$ cat src/rtl/cmos_dvp_pkg.sv
// Shared definitions for the synthetic DVP camera source and its pattern generator:
// FSM states, pattern-select encodings, RGB565 colour constants and the frame tag byte.
package cmos_dvp_pkg;

    typedef enum logic [2:0] {
        ST_IDLE,
        ST_VSYNC,
        ST_VBP,
        ST_ACTIVE,
        ST_HBLANK,
        ST_VFP
    } state_e;

    typedef enum logic [1:0] {
        PAT_BARS    = 2'd0,
        PAT_RAMP    = 2'd1,
        PAT_GREY    = 2'd2,
        PAT_CHECKER = 2'd3
    } pattern_e;

    localparam logic [15:0] RGB_WHITE   = 16'hFFFF;
    localparam logic [15:0] RGB_YELLOW  = 16'hFFE0;
    localparam logic [15:0] RGB_CYAN    = 16'h07FF;
    localparam logic [15:0] RGB_GREEN   = 16'h07E0;
    localparam logic [15:0] RGB_MAGENTA = 16'hF81F;
    localparam logic [15:0] RGB_RED     = 16'hF800;
    localparam logic [15:0] RGB_BLUE    = 16'h001F;
    localparam logic [15:0] RGB_BLACK   = 16'h0000;
    localparam logic [15:0] RGB_GREY    = 16'h8410;

    localparam logic [7:0]  FRAME_TAG   = 8'hA5;

    function automatic logic [15:0] bar_colour(input logic [2:0] bar);
        logic [15:0] c;
        case (bar)
            3'd0:    c = RGB_WHITE;
            3'd1:    c = RGB_YELLOW;
            3'd2:    c = RGB_CYAN;
            3'd3:    c = RGB_GREEN;
            3'd4:    c = RGB_MAGENTA;
            3'd5:    c = RGB_RED;
            3'd6:    c = RGB_BLUE;
            default: c = RGB_BLACK;
        endcase
        return c;
    endfunction

endpackage

$ cat src/rtl/dvp_pattern_gen.sv
// Combinational test-pattern generator: (x, y, pattern select) -> RGB565 pixel.
// Shared between the DVP camera source and the HDMI test path.
module dvp_pattern_gen
    import cmos_dvp_pkg::*;
#(
    parameter int H_RES = 640,
    parameter int CW    = 12
) (
    input  logic [CW-1:0] i_x,
    input  logic [CW-1:0] i_y,
    input  pattern_e      i_sel,
    output logic [15:0]   o_pixel
);

    localparam int BAR_W = H_RES / 8;

    logic [2:0] bar_idx;
    logic       unused_y_bits;

    // Only y[3] drives the checker; the remaining y bits are intentionally ignored.
    assign unused_y_bits = ^{i_y[CW-1:4], i_y[2:0]};

    always_comb begin
        // NOTE: every combinational output gets a default first so no path can infer a latch.
        o_pixel = RGB_BLACK;
        bar_idx = 3'(i_x / CW'(BAR_W));
        case (i_sel)
            PAT_BARS:    o_pixel = bar_colour(bar_idx);
            PAT_RAMP:    o_pixel = {i_x[4:0], i_x[5:0], i_x[4:0]};
            PAT_GREY:    o_pixel = RGB_GREY;
            PAT_CHECKER: o_pixel = (i_x[3] ^ i_y[3]) ? RGB_WHITE : RGB_BLACK;
            default:     o_pixel = RGB_BLACK;
        endcase
    end

endmodule

$ cat src/rtl/dvp_pattern_source.sv
// Synthetic OV5640-style DVP transmitter (RGB565, high byte first) for sensorless capture bring-up.
// Optional DVP_SRC_FRAME_CNT_EN stamps pixel (0,0) of each frame with {8'hA5, frame count}.
module dvp_pattern_source
    import cmos_dvp_pkg::*;
#(
    parameter int H_RES       = 640,
    parameter int V_RES       = 480,
    parameter int H_BLANK     = 64,
    parameter int VSYNC_LINES = 4,
    parameter int V_BACK      = 8,
    parameter int V_FRONT     = 8,
    parameter int CW          = 12
) (
    input  logic       cmos_clk_24,
    input  logic       I_rst_n,
    input  logic       i_enable,
    input  logic [1:0] i_pattern_sel,
    output logic       o_pclk,
    output logic       o_vsync,
    output logic       o_href,
    output logic [7:0] o_data,
    output logic       o_busy,
    output logic       o_frame_done
);

    localparam int LINE_BYTES = 2 * H_RES + H_BLANK;

    localparam logic [CW-1:0] LINE_LAST = CW'(LINE_BYTES - 1);
    localparam logic [CW-1:0] ACT_LAST  = CW'(2 * H_RES - 1);
    localparam logic [CW-1:0] HBL_LAST  = CW'(H_BLANK - 1);
    localparam logic [CW-1:0] VS_LAST   = CW'(VSYNC_LINES - 1);
    localparam logic [CW-1:0] VBP_LAST  = CW'(V_BACK - 1);
    localparam logic [CW-1:0] VFP_LAST  = CW'(V_FRONT - 1);
    localparam logic [CW-1:0] Y_LAST    = CW'(V_RES - 1);

    if (LINE_BYTES >= (1 << CW)) begin : g_chk_line_bytes
        $error("dvp_pattern_source: LINE_BYTES does not fit in CW bits");
    end
    if ((H_RES % 8) != 0) begin : g_chk_h_res
        $error("dvp_pattern_source: H_RES must be a multiple of 8");
    end

    state_e        state_q, state_d;
    pattern_e      sel_q, sel_d;
    logic          phase_q, phase_d;
    logic [CW-1:0] byte_q, byte_d;
    logic [CW-1:0] line_q, line_d;
    logic [CW-1:0] x_q, x_d;
    logic [CW-1:0] y_q, y_d;
    logic          frame_done;
    logic          line_end;
    logic [15:0]   pattern_pixel;
    logic [15:0]   pixel;

    // A byte period ends on the phase-1 cycle; all state moves happen there so outputs
    // change only as phase returns to 0 and stay stable across the o_pclk rising edge.
    assign line_end = phase_q && (byte_q == LINE_LAST);

    always_comb begin
        state_d    = state_q;
        sel_d      = sel_q;
        phase_d    = ~phase_q;
        byte_d     = byte_q;
        line_d     = line_q;
        x_d        = x_q;
        y_d        = y_q;
        frame_done = 1'b0;

        if (phase_q && state_q != ST_IDLE && !line_end) begin
            byte_d = byte_q + 1'b1;
        end

        case (state_q)
            ST_IDLE: begin
                phase_d = 1'b0;
                if (i_enable) begin
                    sel_d   = pattern_e'(i_pattern_sel);
                    state_d = ST_VSYNC;
                end
            end
            ST_VSYNC, ST_VBP, ST_VFP: begin
                if (line_end) begin
                    byte_d = '0;
                    line_d = line_q + 1'b1;
                    if (state_q == ST_VSYNC && line_q == VS_LAST) begin
                        line_d  = '0;
                        state_d = ST_VBP;
                    end else if (state_q == ST_VBP && line_q == VBP_LAST) begin
                        line_d  = '0;
                        state_d = ST_ACTIVE;
                    end else if (state_q == ST_VFP && line_q == VFP_LAST) begin
                        line_d     = '0;
                        frame_done = 1'b1;
                        if (i_enable) begin
                            sel_d   = pattern_e'(i_pattern_sel);
                            state_d = ST_VSYNC;
                        end else begin
                            state_d = ST_IDLE;
                        end
                    end
                end
            end
            ST_ACTIVE: begin
                if (phase_q) begin
                    if (byte_q == ACT_LAST) begin
                        byte_d  = '0;
                        x_d     = '0;
                        state_d = ST_HBLANK;
                    end else if (byte_q[0]) begin
                        x_d = x_q + 1'b1;
                    end
                end
            end
            ST_HBLANK: begin
                if (phase_q && byte_q == HBL_LAST) begin
                    byte_d = '0;
                    if (y_q == Y_LAST) begin
                        y_d     = '0;
                        state_d = ST_VFP;
                    end else begin
                        y_d     = y_q + 1'b1;
                        state_d = ST_ACTIVE;
                    end
                end
            end
            default: state_d = ST_IDLE;
        endcase
    end

    always_ff @(posedge cmos_clk_24 or negedge I_rst_n) begin
        if (!I_rst_n) begin
            state_q <= ST_IDLE;
            sel_q   <= PAT_BARS;
            phase_q <= 1'b0;
            byte_q  <= '0;
            line_q  <= '0;
            x_q     <= '0;
            y_q     <= '0;
        end else begin
            // NOTE: sequential state uses non-blocking assignments so every flop samples pre-edge values.
            state_q <= state_d;
            sel_q   <= sel_d;
            phase_q <= phase_d;
            byte_q  <= byte_d;
            line_q  <= line_d;
            x_q     <= x_d;
            y_q     <= y_d;
        end
    end

    dvp_pattern_gen #(
        .H_RES (H_RES),
        .CW    (CW)
    ) u_pattern_gen (
        .i_x     (x_q),
        .i_y     (y_q),
        .i_sel   (sel_q),
        .o_pixel (pattern_pixel)
    );

`ifdef DVP_SRC_FRAME_CNT_EN
    logic [7:0] frame_cnt_q, frame_cnt_d;

    always_comb begin
        frame_cnt_d = frame_cnt_q;
        if (frame_done) begin
            frame_cnt_d = frame_cnt_q + 8'd1;
        end
    end

    always_ff @(posedge cmos_clk_24 or negedge I_rst_n) begin
        if (!I_rst_n) begin
            frame_cnt_q <= '0;
        end else begin
            frame_cnt_q <= frame_cnt_d;
        end
    end

    // The first pixel carries a sequence number so the capture side can spot dropped frames.
    assign pixel = (x_q == '0 && y_q == '0) ? {FRAME_TAG, frame_cnt_q} : pattern_pixel;
`else
    assign pixel = pattern_pixel;
`endif

    assign o_pclk       = phase_q;
    assign o_vsync      = (state_q == ST_VSYNC);
    assign o_href       = (state_q == ST_ACTIVE);
    assign o_data       = o_href ? (byte_q[0] ? pixel[7:0] : pixel[15:8]) : 8'h00;
    assign o_busy       = (state_q != ST_IDLE);
    assign o_frame_done = frame_done;

endmodule
$ cat config.mk
export PLATFORM = sky130hd
export DESIGN_NAME = dvp_pattern_source
export DESIGN_NICKNAME = d
export VERILOG_FILES = /design/src/rtl/cmos_dvp_pkg.sv /design/src/rtl/dvp_pattern_gen.sv /design/src/rtl/dvp_pattern_source.sv
export SDC_FILE = /design/constraint.sdc
export NUM_CORES = 1
export LEC_CHECK = 0
export CAP_MARGIN = 15
export CORE_ASPECT_RATIO = 0.7
export CORE_MARGIN = 10
export CORE_UTILIZATION = 48
export DETAILED_ROUTE_END_ITERATION = 12
export DONT_BUFFER_PORTS = 1
export PLACE_DENSITY = 0.72
export SETUP_SLACK_MARGIN = 0.02
export SYNTH_ARGS = -nofsm -noshare
export SYNTH_HDL_FRONTEND = slang
export SYNTH_SLANG_ARGS = --single-unit
$ cat constraint.sdc
create_clock -name cmos_clk_24 -period 2.8 [get_ports cmos_clk_24]
set_input_delay 0.42 -clock cmos_clk_24 [delete_from_list [all_inputs] [get_ports cmos_clk_24]]
set_output_delay 0.42 -clock cmos_clk_24 [all_outputs]
set_load 0.01 [all_outputs]
==> results.md, run 1 <==
- Status: finished with violations
- Violated checks: setup timing
- Worst Path Arrival: between 2000 and 3000 ps
- CP bufs+invs: 2
- Worst Hold Class: in2reg
- Dpl cell area: 3870 µm²
- Die Width: 124 µm
- VDD IR-drop max: 258 µV
- Global Route Usage Sum: 0.158
- CP startpoint: x_q[9]$_DFFE_PN0P_
- WP data required: 2380 ps
- Dpl hpwl: approximately 6300 µm
- Initial DRC Count: 252
- Global-route wire length before repair: approximately 15,000 µm
- Ant diodes: 0
- PortBufs: 0
- Wire per inst: about 17 µm
- # setup viols final: 8
- EDFF count, synth: 0
- Hold path startpoint: i_pattern_sel[0]
- P per Cell Area: 285 nW/µm²
- Number of global-route vias before repair: a little over 3,000
- Share of cells above drive strength 1: 0.236
- Via density: 5.95
- First-pass DRT Iterations: 5
- Final Cycle Share: 1.07
- Area growth syn-to-layout: 22.2%
- Pleak: 1.90 nW
- Cells after Synth: about 430
- Antenna-violating nets left: 0
- Fmax: between 0.3 and 0.4 GHz
- Core area: roughly 7300 µm²
- Gpl congestion: a little over 0.9
- Area of the multi-input gates: roughly 2400 µm²
- # IOs: 18
- Max Fanout on Critical Path: 8
- Synth Cell Area: 3620 µm²
- Post-Layout Cell Count: 555
- Hold Vio Cnt, Final: 0
- Worst Max-Slew Pin Slew: 896 ps
- Post-synthesis register bit count: between 50 and 60
- Synth cell types: 66
- Seq/Total Area, Yosys: 0.373
- CP top delay family: compound AO/OA/AOI/OAI gates
- Final nets: 466
- Die span in y: about 90 µm
- Most used DFF post-synth: dfrtp_1
- TritonCTS buffer count: 5
- Synth Area in Simple Gates: 0.273
- Crit-path slowest cell: dfrtp_2
- Largest net degree at the start of global routing: 55
- Synth warnings: 0
- Fin. max-slew vios: 0
- Max-cap viol count: 0
- Largest family of logic cells by synthesized area: simple AND/OR/NAND/NOR gates
- Clock Latency Late Sink: 310 ps
- Unrepaired setup endpoints after global routing: true
- Startpoint Class: flop
- Final worst path period need: 3000 ps
- CTS Sinks: 54
- CP Class: reg2out
- Final instance area: 4420 µm²
- FF/Latch Area: 1360 µm²
- Initial Util: 0.495
- Via Count: 3,302
- Clock Tree Buf Depth: 2
- Clock skew: 7.35 ps
- Initial antenna violation count: 0
- DIE AREA: 11,500 µm²
- CP endpoint kind: output pin
- Syn_area_per_cell: 8.48 µm²
- Slew margin rel.: 0.397
- Htree depth: 2
- FILL cells: 615
- Clk slew on worst S/H paths: 100 ps
- Post-Synth Adder-Cell Area: 0.0173
- Syn_nets: 437
- DP Cell Count: 530
- Post-layout util: 0.604
- CP peak stage delay: 470 ps
- CTS tree: done
- FF-to-FF Start: state_q[1]$_DFFE_PN0P_
- Compound-gate portion of the synthesized area: 0.190
- CP Cell Sequence: buf_4 > and2_1 > a22o_4 > o32a_1 > o211ai_1 > a31o_2 > o32ai_4 > buf_6
- Total gr overflow: 0
- Async set-reset flop share out of synthesis: 1.00
- Root buffer cell: clkbuf_8
- Xor/xnor cell area share of the yosys netlist: 0.0895
- Worst setup margin: -203 ps
- Mux cell area share after synthesis: 0.0152
- # DRC: 0
- Routed WL: between 9000 and 10,000 µm
- Rows: 26
-- routing by layer --
layer / track usage / vias up / share of wire
li1: - / 1617 / -
met1: 0.236 / 1573 / 0.50
met2: 0.227 / 98 / 0.43
met3: 0.0303 / 14 / 0.057
met4: 0.0387 / 0 / 0.014
met5: 0 / - / 0
-- flip-flops by register name (all words and copies together), names as in the netlist --
name     flops
state_q      3
line_q      12
x_q         12
y_q         12
sel_q        2
byte_q      12
o_pclk       1
-- power breakdown --
group	leakage [nW]	switching [mW]	total [mW]	internal, mW
clock network	0.0482	0.256	0.456	0.200
logic	1.12	0.0172	0.0232	0.00603
registers	0.728	0	0.779	0.779
-- cell usage in the layout, fill, tap and decap left out, types with 5 or more instances in the layout --
cell type  count
o21ai_1        5
ha_1           5
dfrtp_1       50
o21ai_0       23
nor4_1         6
clkbuf_8       6
inv_1         11
nor3_1         8
nand3_1       16
buf_4         39
nand4_1       11
nor2_1        42
nand2_1       40
and3_1        10
o211ai_1       5
xor2_1        16
a21oi_1       16
buf_6          6
and2_1         6
nand2b_1       5
xnor2_1       19
a31oi_1        6
or3_1          5
-- through the flow --
stage	worst slack (ps)	setup TNS [ps]	power (mW)	hold slack (ps)
6_report	-203	-1260	1.26	234
5_1_grt	-277	-1970	1.30	226
4_1_cts	-97.7	-658	1.26	235
3_5_place_dp	28.3	0	0.797	128
3_3_place_gp	99.2	0	0.797	128
2_1_floorplan	51.1	0	0.797	124
-- path summary, 6_finish.rpt --
path,cells after the start,end,slack [ps]
worst max-delay path,8,o_data[3],-200
min in group asynchronous,2,x_q[7]$_DFFE_PN0P_,610
worst min register to register,1,line_q[11]$_DFFE_PN0P_,480
worst min-delay path,1,sel_q[0]$_DFFE_PN0P_,230
worst max register to register,8,x_q[10]$_DFFE_PN0P_,230
max in group asynchronous,2,state_q[1]$_DFFE_PN0P_,1910
-- repair_timing --
item	in CTS	in global routing
setup endpoints to repair	8	9
setup buffers	13	3
hold buffers	2	0
pin swaps	19	3
resized for setup	50	14
hold endpoints to repair	54	0
-- cell usage after synthesis, types with 4 or more instances --
master	number	area [µm²]
a21oi_1	17	85.1
a31o_2	4	35.0
a31oi_1	6	37.5
and2_1	6	37.5
and3_1	11	68.8
buf_2	6	30.0
clkbuf_1	18	67.6
dfrtp_1	54	1350
ha_1	5	62.6
inv_1	11	41.3
mux2_1	4	45.0
nand2_1	40	150
nand2b_1	6	37.5
nand3_1	17	85.1
nand4_1	11	68.8
nor2_1	42	158
nor2b_1	5	31.3
nor3_1	10	50.1
nor4_1	8	50.1
o211ai_1	5	37.5
o21ai_0	27	135
o22ai_1	4	25.0
o31ai_1	4	30.0
or3_1	7	43.8
xnor2_1	21	184
xor2_1	16	140
-- worst register-to-register path, stage by stage (launching register included) --
cell	delay, ps
dfrtp_2	450
inv_1	120
or3_1	400
inv_1	210
buf_4	190
and2_1	260
o211ai_1	290
or3_1	430
a21oi_1	160
-- cells by family (layout without fill, tap and decap cells) --
logic type                 count (synthesis)  count (layout)
buffers and inverters                     37              67
DFF                                       54              54
AOI/OAI and AO/OA                        101             101
adders and majority gates                  5               5
and+or+nand+nor                          188             188
muxes                                      5               5
xor gates and xnor gates                  37              37
-- layout make-up --
type                            instances  share of cell area
Multi-Input combinational cell        336               0.542
Sequential cell                        54               0.307
Timing Repair Buffer                   48              0.0934
Tap cell                               98              0.0277
Clock buffer                            7              0.0195
Inverter                               11             0.00934
Clock inverter                          1             0.00113
No activity file was read; power rests on OpenSTA's default activity.
==> inputs of run 2 (changes only) <==
--- a/config.mk
+++ b/config.mk
@@ -11,6 +11,7 @@
 export CORE_UTILIZATION = 48
 export DETAILED_ROUTE_END_ITERATION = 12
 export DONT_BUFFER_PORTS = 1
+export MAX_ROUTING_LAYER = met4
 export PLACE_DENSITY = 0.72
 export SETUP_SLACK_MARGIN = 0.02
 export SYNTH_ARGS = -nofsm -noshare
==> run 2 against run 1 <==
Effect of this change:
- the flow still finishes with violations (setup timing)
- sequential power is essentially flat
- via count shrank 1.1%
- combinational power is essentially flat
- worst setup slack gained 15 ps
- power shrank 0.21%
==> results.md, run 2 (synthesis results as in run 1) <==
- DIE AREA: 11,500 µm²
- Worst Max-Slew Pin Slew: 878 ps
- CP bufs+invs: 3
- Post-Layout Cell Count: about 560
- Initial DRC Count: 221
- Core area: 7320 µm²
- CP Class: reg2out
- Hold path startpoint: i_pattern_sel[0]
- Status: finished with violations
- Clock Tree Buf Depth: 2
- Max Fanout on Critical Path: 9
- R2R Setup Slk: roughly 210 ps
- Slew margin rel.: 0.409
- Hold Path Depth: 1
- Setup TNS: -1180 ps
- TritonCTS buffer count: 5
- Final instance area: 4420 µm²
- FILL cells: approximately 620
- Fmax: 0.335 GHz
- Share of power burned in combinational logic: 0.018
- CTS tree: done
- Hold Vio Cnt, Final: 0
- DP Cell Count: 530
- Clk slew on worst S/H paths: 100 ps
- Via density: between 5 and 6
- Wire per inst: 16.5 µm
- Largest net degree at the start of global routing: 55
- Initial antenna violation count: 0
- Rows: 26
- Gpl congestion: 0.928
- Switching pwr: approximately 0.27 mW
- Power Total: 1.26 mW
- Unrepaired setup endpoints after global routing: true
- Violated checks: setup timing
- Final worst path period need: 2990 ps
- Crit-path slowest cell: dfrtp_2
- Share of cells above drive strength 1: 0.236
- Worst Path Arrival: between 2000 and 3000 ps
- Root buffer cell: clkbuf_8
- FF-to-FF Start: state_q[1]$_DFFE_PN0P_
- Max-cap viol count: 0
- Final nets: approximately 470
- VDD IR-drop max: 257 µV
- Most frequent cell on the critical path: buf_4
- First-pass DRT Iterations: 4
- Global Route Usage Sum: 0.163
- PortBufs: 0
- # setup viols final: 8
- CTS Sinks: 54
- Flop pwr share: 0.620
- Startpoint Class: flop
- CP Cell Sequence: buf_4 > nor4b_4 > a2111oi_2 > buf_4 > o31ai_1 > a211o_1 > o2111a_2 > o32ai_2 > buf_4
- Final Cycle Share: 1.07
- Routed WL: 9170 µm
- P per Cell Area: 284 nW/µm²
- CP top delay family: compound AO/OA/AOI/OAI gates
- Worst Hold Class: in2reg
- Fin. max-slew vios: 0
- CP peak stage delay: 460 ps
- CP endpoint kind: output pin
- Hold_ws: 235 ps
- Global-route wire length before repair: 15,100 µm
- Total gr overflow: 0
- Antenna-violating nets left: 0
- Htree depth: 2
- Clock skew: 7.22 ps
- Initial Util: 0.495
- Die Width: around 120 µm
- Reg2Reg Depth: 8
- Pleak: 1.90 nW
- Ant diodes: 0
- # IOs: 18
- Die span in y: 92.7 µm
- Post-layout util: 0.604
- Number of global-route vias before repair: 3,041
- Sw Ratio: 0.215
- WHS Endpoint: sel_q[0]$_DFFE_PN0P_
- Via Count: 3,267
- Pint: roughly 1 mW
- Pre-CTS setup slack: 28.3 ps
- Worst setup margin: -188 ps
- Clock network fraction of design power: 0.361
- Clock Latency Late Sink: 310 ps
- Dpl hpwl: 6260 µm
- WP data required: 2380 ps
- Area growth syn-to-layout: 22.2%
- Commonest non-fill, non-tap cell in the layout: dfrtp_1
- Most frequent cells in the layout: dfrtp_1, nor2_1, nand2_1
- Dpl cell area: 3870 µm²
- Reg2reg end: x_q[10]$_DFFE_PN0P_
- # DRC: 0
-- run 2: cell type report --
class / count / area [µm²] / area share
Clock buffer: 7 / 86.3 / 0.0195
Clock inverter: 1 / 5.00 / 0.00113
Inverter: 11 / 41.3 / 0.00934
Multi-Input combinational cell: 336 / 2400 / 0.542
Sequential cell: 54 / 1360 / 0.307
Tap cell: 98 / 123 / 0.0277
Timing Repair Buffer: 48 / 413 / 0.0934
-- run 2: metal layers --
metal / track usage / share of wire / vias to the layer above
li1: - / - / 1615
met1: 0.237 / 0.51 / 1567
met2: 0.226 / 0.43 / 72
met3: 0.0303 / 0.045 / 13
met4: 0.0387 / 0.013 / 0
met5: - / 0 / -
-- run 2: timing repair --
| action | 4_1_cts | 5_1_grt |
|---|---|---|
| buffers inserted | 13 | 3 |
| pin swaps | 19 | 3 |
| endpoints found under the hold margin | 54 | 0 |
| hold buffers | 2 | 0 |
| gates resized for setup | 50 | 14 |
| endpoints found under the setup margin | 8 | 9 |
-- run 2: power groups by stage --
stage / clock network (mW) / logic (mW) / registers (mW)
3_5_place_dp: 0 / 0.00258 / 0.795
4_1_cts: 0.460 / 0.0246 / 0.779
3_3_place_gp: 0 / 0.00224 / 0.795
6_report: 0.454 / 0.0232 / 0.779
2_1_floorplan: 0 / 0.00217 / 0.795
5_1_grt: 0.494 / 0.0267 / 0.779
-- run 2: how the worst max path moves through the flow --
| stage | from | endpoint | slack, ps | cells after the start |
|---|---|---|---|---|
| 2_1_floorplan | x_q[7]$_DFFE_PN0P_ | o_data[0] | 50 | 8 |
| 3_3_place_gp | x_q[7]$_DFFE_PN0P_ | o_data[5] | 100 | 8 |
| 3_5_place_dp | x_q[7]$_DFFE_PN0P_ | o_data[0] | 30 | 8 |
| 4_1_cts | x_q[7]$_DFFE_PN0P_ | o_data[5] | -100 | 9 |
| 5_1_grt | x_q[11]$_DFFE_PN0P_ | o_data[4] | -280 | 9 |
| 6_report | x_q[8]$_DFFE_PN0P_ | o_data[4] | -190 | 9 |
